File: src/rtl/mealy_pkg.sv
// Shared FSM-lab definitions: event-select mode encodings and the event decode
// used by the Mealy modulo detector.
package mealy_pkg;

   localparam logic [1:0] MODE_ONES  = 2'b00;
   localparam logic [1:0] MODE_ZEROS = 2'b01;
   localparam logic [1:0] MODE_RISE  = 2'b10;
   localparam logic [1:0] MODE_FALL  = 2'b11;

   // Edges are judged against the previous clock's input sample.
   function automatic logic event_of(input logic [1:0] mode,
                                     input logic       cur,
                                     input logic       prev);
      logic ev;
      ev = 1'b0;
      case (mode)
         MODE_ONES:  ev = cur;
         MODE_ZEROS: ev = !cur;
         MODE_RISE:  ev = cur & !prev;
         MODE_FALL:  ev = !cur & prev;
         default:    ev = 1'b0;
      endcase
      return ev;
   endfunction

endpackage

File: src/rtl/mealy_event_sel.sv
// Event selector: tracks the previous input sample and decodes the raw event
// for the requested mode. Qualification (enable, mode stability) is done above.
module mealy_event_sel
   import mealy_pkg::*;
(
   input  logic       clk,
   input  logic       rst,
   input  logic       in,
   input  logic [1:0] mode,
   output logic       ev
);

   logic prev_in;

   // prev_in tracks every cycle, even when events are disabled upstream.
   always_ff @(posedge clk) begin
      if (rst) begin
         prev_in <= 1'b0;
      end else begin
         prev_in <= in;
      end
   end

   assign ev = event_of(mode, in, prev_in);

endmodule

File: src/rtl/mealy_mod_detector.sv
// Mealy modulo-MOD event counter: residue FSM with a same-cycle completion flag,
// its registered copy, and a saturating count of completions.
module mealy_mod_detector
   import mealy_pkg::*;
#(
   parameter  int MOD   = 3,
   parameter  int CNT_W = 8,
   localparam int RW    = $clog2(MOD)
) (
   input  logic             clk,
   input  logic             rst,
   input  logic             en,
   input  logic             in,
   input  logic [1:0]       mode,
   output logic             out,
   output logic             out_q,
   output logic [RW-1:0]    residue,
   output logic [CNT_W-1:0] wraps,
   output logic             sat
);

   localparam logic [RW-1:0] RES_MAX = RW'(MOD - 1);

   logic       ev;
   logic [1:0] mode_q;
   logic       mode_chg;
   logic       qev;
   logic       at_max;

   mealy_event_sel u_event_sel (
      .clk  (clk),
      .rst  (rst),
      .in   (in),
      .mode (mode),
      .ev   (ev)
   );

   // A mode switch swallows that cycle's event; reset always wins.
   assign mode_chg = (mode != mode_q);
   assign qev      = en & ev & !mode_chg & !rst;
   assign at_max   = (residue == RES_MAX);
   assign out      = qev & at_max;
   assign sat      = &wraps;

   always_ff @(posedge clk) begin
      if (rst) begin
         residue <= '0;
         mode_q  <= MODE_ONES;
         out_q   <= 1'b0;
         wraps   <= '0;
      end else begin
         out_q <= out;
         if (mode_chg) begin
            residue <= '0;
            mode_q  <= mode;
         end else if (qev) begin
            residue <= at_max ? '0 : residue + 1'b1;
         end
         if (out && !sat) begin
            wraps <= wraps + 1'b1;
         end
      end
   end

endmodule

File: config.mk
export PLATFORM = sky130hd
export DESIGN_NAME = mealy_mod_detector
export DESIGN_NICKNAME = d
export VERILOG_FILES = /design/src/rtl/mealy_pkg.sv /design/src/rtl/mealy_event_sel.sv /design/src/rtl/mealy_mod_detector.sv
export SDC_FILE = /design/constraint.sdc
export NUM_CORES = 1
export LEC_CHECK = 0
export ABC_CLOCK_PERIOD_IN_PS = 2460
export CAP_MARGIN = 20
export CORE_AREA = 2 2 39 41
export DETAILED_ROUTE_END_ITERATION = 10
export DIE_AREA = 0 0 41 43
export DONT_BUFFER_PORTS = 1
export GPL_TIMING_DRIVEN = 0
export SYNTH_ARGS = -nofsm -noshare
export SYNTH_HDL_FRONTEND = slang
export SYNTH_HIERARCHICAL = 1
export SYNTH_SLANG_ARGS = --single-unit
File: constraint.sdc
create_clock -name clk -period 2.46 [get_ports clk]
set_input_delay 0.246 -clock clk [delete_from_list [all_inputs] [get_ports clk]]
set_output_delay 0.246 -clock clk [all_outputs]
set_load 0.005 [all_outputs]
==> metrics.txt <==
CP endpoint kind=register; Seq/Total Area, Yosys=43.6%; Filler cells=about 140; Data required, critical path=2.60 ns; Synth top cells by count=dfxtp_1 (14), a21oi_1 (8), inv_1 (4), nand2_1 (4); crit-path max FO=10; TritonCTS Buffers=3; CTS sink cnt=14; latest clock arrival within the worst-skew pair=0.27 ns; most common cell in the synthesized netlist=dfxtp_1; peak supply drop=0.000293 V; actual slew at the worst max-slew pin=0.447 ns; fin. max-slew vios=0; fin crit period=1.97 ns; full die area=roughly 1800 um^2; Port Buffers=0; Post-CTS Setup Inserts=0; Yosys cell types=29; Post-synth ARST share=0%; Min-Delay Path Class=input pin to register; layout cell share with drive strength beyond 1=a little over 9%; initial antenna violation count=0; endpoints failing setup=0; DR pass1 iterations=4; Synth area leaders=dfxtp_1 (44%), a21oi_1 (6.2%), xor2_1 (4.1%); ys flop type=dfxtp_1; I/O pin count=19; Synth Warn #=6; # nets final=85; Core Area=1380 um^2; highest clock rate=507 MHz; RSZ-0062 raised after global routing=no; Syn Nets=80; crit share post-route=80.2%; Pwr Total=roughly 410 uW; Post-synth EDFFs=0; CP startpoint kind=register; largest net degree at the start of global routing=11; Cell Pwr Density=a little under 600 nW/um^2; area growth from synthesis to layout=8.75%; CTS root buffer=clkbuf_4; critical path class=register to register; Yosys reg bits=14; ANT nets after route=0; cell area after synthesis=643 um^2; row cnt=14; global-route wire length before repair=1.94 mm; Max Root-Sink Buffers=2; final hold vios=0; post-synth top area share=43.6%; 1st-iter DRT viols=7; post_cts resized=0; Worst Clk Skew=0.00249 ns; CTS clock-pin slew for the worst setup and hold paths=0.09 ns; Worst EP arrival=2.12 ns; Die Wd=around 41 um; drt drc=0; Fin Hold WS=0.0298 ns; DR WL/cell=roughly 13 um; Max Cap Viol=0; Slew HR=~70%; synthesized area per cell=8.81 um^2; grt total ovfl=0; DPL Wire Length=936 um; Syn Inst Count=73; hold buffer count at cts=0; H-tree depth=1; CTS tree=done; Die Span Y=43 um; final wirelength=about 1.2 mm; P_leak=approximately 0.24 nW; post-route setup TNS=0 ns; Global Route Usage Sum=16.2%; initial core utilization=a little under half; cell taking the most area after synthesis=dfxtp_1; fin util=50.5%; vias in the first global route=between 400 and 500; DR vias=551; GPL Wtd Cong=0.644; vias per cell=5.92; n_diodes=0; outcome=complete, no violations
[metrics by stage]
step                      area (um^2)  std cells  setup WS, ns
after floorplan                   643         73         0.641
after global placement            663         89         0.479
after detailed placement          663         89         0.465
after CTS                         699         93         0.449
after global routing              699         93         0.348
final                             699         93         0.487
[worst max-delay path, cell delays in order (launching register included)]
cell and delay (ns):
dfxtp_1 0.31, xor2_1 0.13, a21oi_1 0.19, nand4b_1 0.11
or4_4 0.45, buf_2 0.20, o41ai_1 0.33, a21oi_1 0.11
[state kept, by name, summed over array words and instances, names as in the netlist]
register and count:
residue 2, wraps 8, u_event_sel/prev_in 1, out_q 1, mode_q 2
[layout by cell type, fill, tap and decap left out, types with 3 or more instances in the layout]
cell type  netlist  layout
clkbuf_4         0       3
nor2b_1          3       3
inv_1            4       4
o21ai_0          3       3
a21oi_1          8       8
nand2_1          4       4
nor3_1           3       3
xor2_1           3       3
dfxtp_1         14      14
nand3_1          3       3
nor2_1           3       3
[area by class of cell]
type / instances / area, um^2 / share of cell area (%)
well taps: 16 / 20.0 / 2.86
clock buffers: 4 / 36.3 / 5.19
plain buffers: 2 / 8.76 / 1.25
multi-input cells: 53 / 339 / 48.5
flip-flops and latches: 14 / 280 / 40.1
inverters: 4 / 15.0 / 2.15
[worst paths after layout]
kind              cells after the start  slack [ns]                              to                           start
setup / recovery                      7        0.49           wraps[5]$_SDFFE_PP0P_  u_event_sel/prev_in$_SDFF_PP0_
hold / removal                        1        0.03  u_event_sel/prev_in$_SDFF_PP0_                             rst
setup reg to reg                      7        0.49           wraps[5]$_SDFFE_PP0P_  u_event_sel/prev_in$_SDFF_PP0_
hold reg to reg                       2        0.55           wraps[4]$_SDFFE_PP0P_           wraps[4]$_SDFFE_PP0P_
[per-layer routing]
metal | vias up | GRT usage, % | wire, um
met5 | - | 0 | 0
met4 | 0 | 10.0 | 19
met3 | 2 | 4.71 | 95
met2 | 16 | 23.8 | 583
met1 | 251 | 19.9 | 516
li1 | 282 | - | -
[logic make-up after synthesis]
family,Yosys count,share of synthesized area (%)
flops,14,43.6
buf+inv,6,3.69
fa+ha+maj,1,1.95
simple gates,30,28.2
xor+xnor,4,5.45
compound gates,18,17.1
[report_power, final]
| part | leakage [nW] | switching, mW | internal, mW |
|---|---|---|---|
| Combinational | 0.106 | 0.00937 | 0.00782 |
| Clock | 0.0210 | 0.0726 | 0.0898 |
| Sequential | 0.114 | 0.00159 | 0.229 |
Power figures use the tool's default switching activity.
